## src/rtl/mem_word_access.sv

```systemverilog
// mem_word_access
//   Sequences one 16-bit CPU load/store into two byte accesses on a
//   byte-wide memory with a combinational read port: low byte at addr,
//   high byte at addr+1 (little-endian, address wraps modulo 2^ADDR_WIDTH).
//
//   Optional build macro: MEM_WORD_ACCESS_BYTE_EN
//     Adds input byte_sel (latched with req). byte_sel=1 performs a
//     single low-byte access (LO -> DONE); loads return {8'h00, byte}.
//
// Ports
//   clk, rst          clock / asynchronous active-high reset
//   req, we           request (sampled in IDLE only), 1=store 0=load
//   addr, wdata       low-byte address and store data, latched with req
//   rdata             load result, held until the next load completes
//   busy, done        busy while not IDLE; done pulses one cycle per access
//   mem_addr, mem_din memory address / write data
//   mem_read, mem_write memory strobes
//   mem_dout          memory read data (only sampled while mem_read=1)
module mem_word_access #(
  parameter int unsigned ADDR_WIDTH = 16
) (
  input  logic                  clk,
  input  logic                  rst,
  input  logic                  req,
  input  logic                  we,
  input  logic [ADDR_WIDTH-1:0] addr,
  input  logic [15:0]           wdata,
`ifdef MEM_WORD_ACCESS_BYTE_EN
  input  logic                  byte_sel,
`endif
  output logic [15:0]           rdata,
  output logic                  busy,
  output logic                  done,
  output logic [ADDR_WIDTH-1:0] mem_addr,
  output logic [7:0]            mem_din,
  output logic                  mem_read,
  output logic                  mem_write,
  input  logic [7:0]            mem_dout
);

  typedef enum logic [1:0] {
    IDLE = 2'd0,
    LO   = 2'd1,
    HI   = 2'd2,
    DONE = 2'd3
  } state_t;

  state_t                  state;
  state_t                  state_nxt;

  logic [ADDR_WIDTH-1:0]   addr_l;
  logic [15:0]             wdata_l;
  logic                    we_l;
  logic [7:0]              rdata_tmp;
  logic                    byte_only;

`ifdef MEM_WORD_ACCESS_BYTE_EN
  logic                    byte_sel_l;

  always_ff @(posedge clk or posedge rst) begin
    if (rst) begin
      byte_sel_l <= 1'b0;
    end else if (state == IDLE && req) begin
      byte_sel_l <= byte_sel;
    end
  end

  assign byte_only = byte_sel_l;
`else
  assign byte_only = 1'b0;
`endif

  // State register
  always_ff @(posedge clk or posedge rst) begin
    if (rst) begin
      state <= IDLE;
    end else begin
      state <= state_nxt;
    end
  end

  // Next-state logic
  always_comb begin
    state_nxt = state;
    case (state)
      IDLE:    if (req) state_nxt = LO;
      LO:      state_nxt = byte_only ? DONE : HI;
      HI:      state_nxt = DONE;
      DONE:    state_nxt = IDLE;
      default: state_nxt = IDLE;
    endcase
  end

  // Request latch and read-data capture. mem_dout is only looked at in
  // LO/HI of a load, so an undriven bus elsewhere never reaches rdata, and
  // rdata only changes when the final byte of a load arrives.
  always_ff @(posedge clk or posedge rst) begin
    if (rst) begin
      addr_l    <= '0;
      wdata_l   <= '0;
      we_l      <= 1'b0;
      rdata_tmp <= '0;
      rdata     <= '0;
    end else begin
      if (state == IDLE && req) begin
        addr_l  <= addr;
        wdata_l <= wdata;
        we_l    <= we;
      end
      if (state == LO && !we_l) begin
        if (byte_only) begin
          rdata <= {8'h00, mem_dout};
        end else begin
          rdata_tmp <= mem_dout;
        end
      end
      if (state == HI && !we_l) begin
        rdata <= {mem_dout, rdata_tmp};
      end
    end
  end

  // Output decode; memory strobes are only active in LO/HI and mem_din is
  // zero whenever no write is in progress.
  always_comb begin
    busy      = (state != IDLE);
    done      = (state == DONE);
    mem_addr  = addr_l;
    mem_din   = '0;
    mem_read  = 1'b0;
    mem_write = 1'b0;
    case (state)
      LO: begin
        mem_read  = ~we_l;
        mem_write = we_l;
        mem_din   = we_l ? wdata_l[7:0] : '0;
      end
      HI: begin
        mem_addr  = addr_l + ADDR_WIDTH'(1);
        mem_read  = ~we_l;
        mem_write = we_l;
        mem_din   = we_l ? wdata_l[15:8] : '0;
      end
      default: ;
    endcase
  end

endmodule

```

## config.mk

```make
export PLATFORM = sky130hd
export DESIGN_NAME = mem_word_access
export DESIGN_NICKNAME = d
export VERILOG_FILES = /design/src/rtl/mem_word_access.sv
export SDC_FILE = /design/constraint.sdc
export NUM_CORES = 1
export LEC_CHECK = 0
export CAP_MARGIN = 15
export CORE_MARGIN = 3
export CORE_UTILIZATION = 30
export CTS_CLUSTER_SIZE = 16
export DETAILED_ROUTE_END_ITERATION = 8
export SYNTH_ARGS = -nofsm -noshare
export SYNTH_HDL_FRONTEND = slang
export SYNTH_SLANG_ARGS = --single-unit
```

## constraint.sdc

```tcl
create_clock -name clk -period 2.1 [get_ports clk]
set_input_delay 0.42 -clock clk [delete_from_list [all_inputs] [get_ports clk]]
set_output_delay 0.42 -clock clk [all_outputs]
set_load 0.03 [all_outputs]
```

==> results.md, run 1 <==
* Type of the worst setup path: flop to primary output
* Maximum vdd drop at around 0.00087 V
* Slew Viols, Final at 0
* Initial antenna violation count at 0
* Bufs on Longest Clock Path at 2
* CTS tree: yes
* Arrival time of the worst setup path at around 1700 ps
* Synth Net Count at about 250
* Tightest Pin Transition at between 300 and 400 ps
* Vias per cell at roughly 4.6
* Max Freq at roughly 460 MHz
* Reg-to-reg slack, setup at approximately 400 ps
* Pleak at 1.75 nW
* CTS Sinks at just under 60
* Cell taking the most area after synthesis: dfrtp_1
* GR Overflow Total at 0
* Critical-path top delay cell: dfrtp_1
* Clock Tree Root: clkbuf_8
* Clk_skew at roughly 9.3 ps
* Register area share after synthesis at 0.546
* 1st-pass router iterations at 4
* Yosys top cell area share at 0.546
* RR Endpoint: rdata_tmp[1]
* Hold Slack at 448 ps
* Pre-CTS setup slack at between 20 and 25 ps
* Relative slew margins at 0.773
* Class of the worst hold path: input pin to asynchronous set/reset pin
* Starting Density at 0.310
* Antenna Cells at 0
* Routed len/inst at ~15 µm
* Launch point of the worst reg-to-reg path: state[1]
* Placer congestion estimate at about 0.8
* MaxCap Viol Count at 0
* Most frequent cells in the layout: mux2_2 (59), clkdlybuf4s50_1 (59), dfrtp_1 (56)
* Power Dens Cells at 1710 nW/µm²
* # rows at 34
* Die Span X at approximately 100 µm
* R2R depth at 6
* Overall Global Routing Usage at 0.125
* Drc violations at 0
* IO Port Bufs at a little under 90
* Final Hold Viols at 0
* Vias in the first global route at between 2000 and 2500
* Yosys warnings at 0
* Worst path cell trace: nand3_2, nor4_4, nand4_1, xnor2_2, buf_6
* Critical Path RT at between 1500 and 2000 ps
* Post-Syn Area at approximately 2700 µm²
* Setup crit end kind: primary output
* Status: complete, but fails checks
* Worst skew pair latency at around 330 ps
* Comb power frac at 0.553
* Setup WS post-layout at -58.8 ps
* Core area at between 8000 and 9000 µm²
* Tot Pwr at about 7 mW
* Core Util, Final at 0.481
* Initial DRC count at 48
* CP Launch Type: flop
* Final period utilization at 1.03
* #FFs+latches synth at between 50 and 60
* Area growth syn-to-layout at 55.2%
* CTS Buf Count at 9
* Syn Inst Count at a little over 200
* Unrepaired setup endpoints after global routing: true
* Final WL at 6.18 mm
* CTS Hold Bufs at 0
* Hpwl dp at roughly 4.4 mm
* Crit path max fanout at 3
* Worst path max stage delay at 400 ps
* # setup viols final at 4
* Reg clk slew, reported paths at roughly 60 ps
* Period minus WS final at 2160 ps
* Io pins at 88
* Final #Nets at ~360
* Die height at 101 µm
* Mapped Avg Cell Area at roughly 13 µm²
* DIE AREA at slightly above 10000 µm²
* Sw Share at 0.407
* Failing checks: negative setup slack
* Psw at 2.93 mW
* Setup TNS Final at -145 ps
* Yosys cell types at 23
* H-tree levels at 3
* Vias post-DR at 1962
* Clk pwr share at 0.140
* Internal at 4.27 mW
* Layout cells sized above 1 at 0.502
* ANT nets after route at 0
* Sequential Power Share at 0.307
* Synth area leaders: dfrtp_1 (55%), mux2_2 (25%), xnor2_1 (3.9%)
* First-pass GRT wire length at about 10 mm
* Largest net degree at the start of global routing at 60
synth_stat cells:
cell      count
a21oi_1       1
a22oi_1       8
and3_1        2
and3_2        1
buf_2         6
buf_4         2
clkbuf_1      1
dfrtp_1      59
ha_1          6
inv_1         6
mux2_2       59
nand2_1       8
nand2b_1      1
nand3_1       3
nand4_1       5
nand4_2       1
nand4_4       1
nor2_1       13
nor2b_1       2
nor3_1        2
nor4_2        1
xnor2_1      12
xor2_1        3
through the flow:
step / area, µm² / std cells
after floorplan: 2720 / 203
after global placement: 3740 / 403
after detailed placement: 3740 / 403
after CTS: 4030 / 421
after global routing: 4200 / 423
final: 4200 / 423
routing by layer:
| layer | track usage | part of all wire |
|---|---|---|
| met1 | 0.148 | 0.41 |
| met2 | 0.213 | 0.51 |
| met3 | 0.0346 | 0.062 |
| met4 | 0.0542 | 0.016 |
| met5 | 0 | 0 |
worst max path at each step:
stage	startpoint	endpoint	depth (start not counted)
after floorplan	state[0]	mem_addr[15]	7
after global placement	state[0]	mem_addr[1]	4
after detailed placement	state[0]	mem_addr[15]	7
after CTS	state[0]	mem_addr[15]	7
after global routing	addr_l[10]	mem_addr[15]	5
final	addr_l[11]	mem_addr[15]	5
power by group through the flow:
stage	Combinational, mW	Sequential [mW]	Clock (mW)
after floorplan	2.00	2.41	0
after global placement	3.60	2.14	0
after detailed placement	3.63	2.17	0
after CTS	3.77	2.16	1.05
after global routing	4.26	2.29	1.08
final	3.98	2.21	1.01
state kept, by name (all words and copies together) (netlist names):
| signal | cells |
|---|---|
| addr_l | 16 |
| wdata_l | 16 |
| rdata | 16 |
| we_l | 1 |
| state | 2 |
| rdata_tmp | 8 |
layout make-up:
cell class              instances  area [µm²]
fillers                       808        4520
well taps                     108         135
inverters                       6        22.5
repair buffers                106        1000
clock inverters                 4        51.3
flip-flops and latches         59        1480
multi-input cells             129        1360
clock buffers                  11         141
cells by family after synthesis:
kind of cell	Yosys count	share of synthesized area
flip-flops	59	0.546
multiplexers	59	0.246
buffers and inverters	15	0.0264
AND/OR/NAND/NOR	40	0.0814
AO/OA/AOI/OAI	9	0.0241
adder cells (fa/ha/maj)	6	0.0278
XOR/XNOR	15	0.0486
what timing repair did:
item / CTS / global route
setup buffers: 3 / 2
pin swaps: 7 / 12
endpoints found under the setup margin: 22 / 21
resized for setup: 26 / 34
worst max-delay path, delay by kind of cell, from the launching register on:
| kind | cells | cell delay [ps] |
|---|---|---|
| xor gates and xnor gates | 1 | 200 |
| buffers and inverters | 1 | 150 |
| DFF | 1 | 400 |
| and+or+nand+nor | 3 | 660 |
Note: power is estimated with default switching activity, not from simulation.
==> run 2, diff against run 1 <==
SETUP_SLACK_MARGIN = 0.5   (was unset)
==> results.md, run 2 (synthesis results as in run 1) <==
* FILL cells at 731 (was 808)
* Status: complete, but fails checks (unchanged)
* Clk_skew at 14.9 ps (was 9.32 ps)
* Crit path max fanout at 4 (was 3)
* CP Launch Type: flop (unchanged)
* Worst skew pair latency at 340 ps (was 330 ps)
* Tightest Pin Transition at 562 ps (was 339 ps)
* Psw at 3.48 mW (was 2.93 mW)
* Crit path launch: state[0] (was addr_l[11])
* MaxCap Viol Count at 0 (unchanged)
* Final Hold Viols at 0 (unchanged)
* Layout cells sized above 1 at 0.595 (was 0.502)
* Comb power frac at 0.617 (was 0.553)
* # rows at 34 (unchanged)
* Reg clk slew, reported paths at 70 ps (was 60 ps)
* Starting Density at 0.310 (unchanged)
* Vias post-DR at 2111 (was 1962)
* Initial antenna violation count at 0 (unchanged)
* Setup WS post-layout at -144 ps (was -58.8 ps)
* Commonest non-fill, non-tap cell in the layout: dfrtp_1
* Sequential Power Share at 0.259 (was 0.307)
* Sw Share at 0.406 (was 0.407)
* Unrepaired setup endpoints after global routing: true (unchanged)
* Internal at 5.08 mW (was 4.27 mW)
* Period minus WS final at 2240 ps (was 2160 ps)
* Core area at 8720 µm² (unchanged)
* Launch point of the worst reg-to-reg path: state[1] (unchanged)
* Vias per cell at 4.73 (was 4.64)
* Final period utilization at 1.07 (was 1.03)
* Routed len/inst at 16.6 µm (was 14.6 µm)
* Drc violations at 0 (unchanged)
* Antenna Cells at 0 (unchanged)
* Io pins at 88 (unchanged)
* Pleak at 2.15 nW (was 1.75 nW)
* Type of the worst setup path: flop to primary output (unchanged)
* Hpwl dp at 4.68 mm (was 4.40 mm)
* Post-route insts no fill at 446 (was 423)
* Overall Global Routing Usage at 0.141 (was 0.125)
* Clk pwr share at 0.124 (was 0.140)
* Placer congestion estimate at 0.820 (was 0.799)
* ANT nets after route at 0 (unchanged)
* Maximum vdd drop at 0.000590 V (was 0.000866 V)
* Slew Viols, Final at 0 (unchanged)
* R2R depth at 8 (was 6)
* First-pass GRT wire length at 11.0 mm (was 10.0 mm)
* Hold Slack at 507 ps (was 448 ps)
* Failing checks: negative setup slack (unchanged)
* Area growth syn-to-layout at 79.4% (was 55.2%)
* Max Freq at 446 MHz (was 463 MHz)
* Clock Tree Root: clkbuf_8 (unchanged)
* CTS tree: yes (unchanged)
* Die height at 101 µm (unchanged)
* Crit path to: mem_addr[15] (unchanged)
* CTS Hold Bufs at 0 (unchanged)
* Final #Nets at 383 (was 361)
* Final WL at 7.41 mm (was 6.18 mm)
* CTS Sinks at 59 (unchanged)
* Die Span X at 101 µm (unchanged)
* Class of the worst hold path: input pin to asynchronous set/reset pin (unchanged)
* CTS Buf Count at 9 (unchanged)
* # placed instances at 406 (was 403)
* Critical Path RT at 1680 ps (about the same)
* Bufs on Longest Clock Path at 2 (unchanged)
* Largest registers: addr_l x16, rdata x16, wdata_l x16 (unchanged)
* Power Dens Cells at 1760 nW/µm² (was 1710 nW/µm²)
* Combined area of the multi-input logic cells at 1680 µm² (was 1360 µm²)
* H-tree levels at 3 (unchanged)
* Reg-to-reg slack, setup at 320 ps (was 400 ps)
* Most frequent cells in the layout: dfrtp_1 (58), clkdlybuf4s50_1 (43), mux2_2 (34) (was mux2_2 (59), clkdlybuf4s50_1 (59), dfrtp_1 (56))
* Relative slew margins at 0.625 (was 0.773)
* IO Port Bufs at 87 (unchanged)
* Register area at 1480 µm² (about the same)
* RR Endpoint: rdata_tmp[2] (was rdata_tmp[1])
* 1st-pass router iterations at 4 (unchanged)
* Vias in the first global route at 2171 (was 2075)
* Setup crit end kind: primary output (unchanged)
* Arrival time of the worst setup path at 1820 ps (was 1740 ps)
* Initial DRC count at 49 (was 48)
* # setup viols final at 23 (was 4)
* Largest net degree at the start of global routing at 60 (unchanged)
* GR Overflow Total at 0 (unchanged)
* DIE AREA at 10200 µm² (unchanged)
-- run 2: power by group through the flow --
stage,registers (mW),clock network (mW),logic [mW]
2_1_floorplan,2.49,0,2.19
3_3_place_gp,2.14,0,3.92
3_5_place_dp,2.16,0,3.96
4_1_cts,2.19,1.09,4.71
5_1_grt,2.29,1.14,5.59
6_report,2.22,1.06,5.28
-- run 2: critical path, stage by stage (launching register included) --
cell and delay [ps]:
dfrtp_1 390, inv_2 80, ha_4 150, nand4_4 110
nor4_4 180, nand4_1 230, xnor2_4 200, buf_6 150
-- run 2: final cells by class --
type | instances | share of cell area
Clock buffer | 10 | 0.0284
Multi-Input combinational cell | 130 | 0.346
Tap cell | 108 | 0.0279
Clock inverter | 6 | 0.0132
Sequential cell | 59 | 0.305
Inverter | 6 | 0.00696
Timing Repair Buffer | 127 | 0.273
-- run 2: how the worst min path moves through the flow --
stage | depth (start not counted) | slack [ps] | start | to
final | 3 | 510 | rst | rdata_tmp[4]
after global routing | 1 | 520 | rdata[0] | rdata[0]
after CTS | 1 | 500 | rdata[0] | rdata[0]
after detailed placement | 1 | 490 | rdata_tmp[6] | rdata[6]
after global placement | 1 | 480 | rdata_tmp[6] | rdata[6]
after floorplan | 1 | 480 | rdata_tmp[7] | rdata[7]
-- run 2: layer usage --
layer | wire length (µm) | track usage | share of wire | vias up
met2 | 3550 | 0.219 | 0.48 | 77
li1 | - | - | - | 971
met5 | 0 | 0 | 0 | -
met4 | 119 | 0.0470 | 0.016 | 0
met3 | 586 | 0.0581 | 0.079 | 12
met1 | 3150 | 0.178 | 0.43 | 1051
-- run 2: what timing repair did --
action | 4_1_cts | 5_1_grt
setup endpoints to repair | 68 | 84
cloned | 2 | 2
buffers inserted | 14 | 6
resized for setup | 115 | 57
pin swaps | 16 | 8
-- run 2: stage by stage --
stage	utilization	setup slack, ps	setup TNS [ps]	instance area, µm²	power [mW]
finish	0.556	-144	-1740	4850	8.56
global route	0.556	-297	-4230	4850	9.02
CTS	0.520	-177	-1120	4540	7.99
detailed placement	0.451	2.80	0	3940	6.13
global placement	0.451	56.9	0	3940	6.06
floorplan	-	132	0	2900	4.68
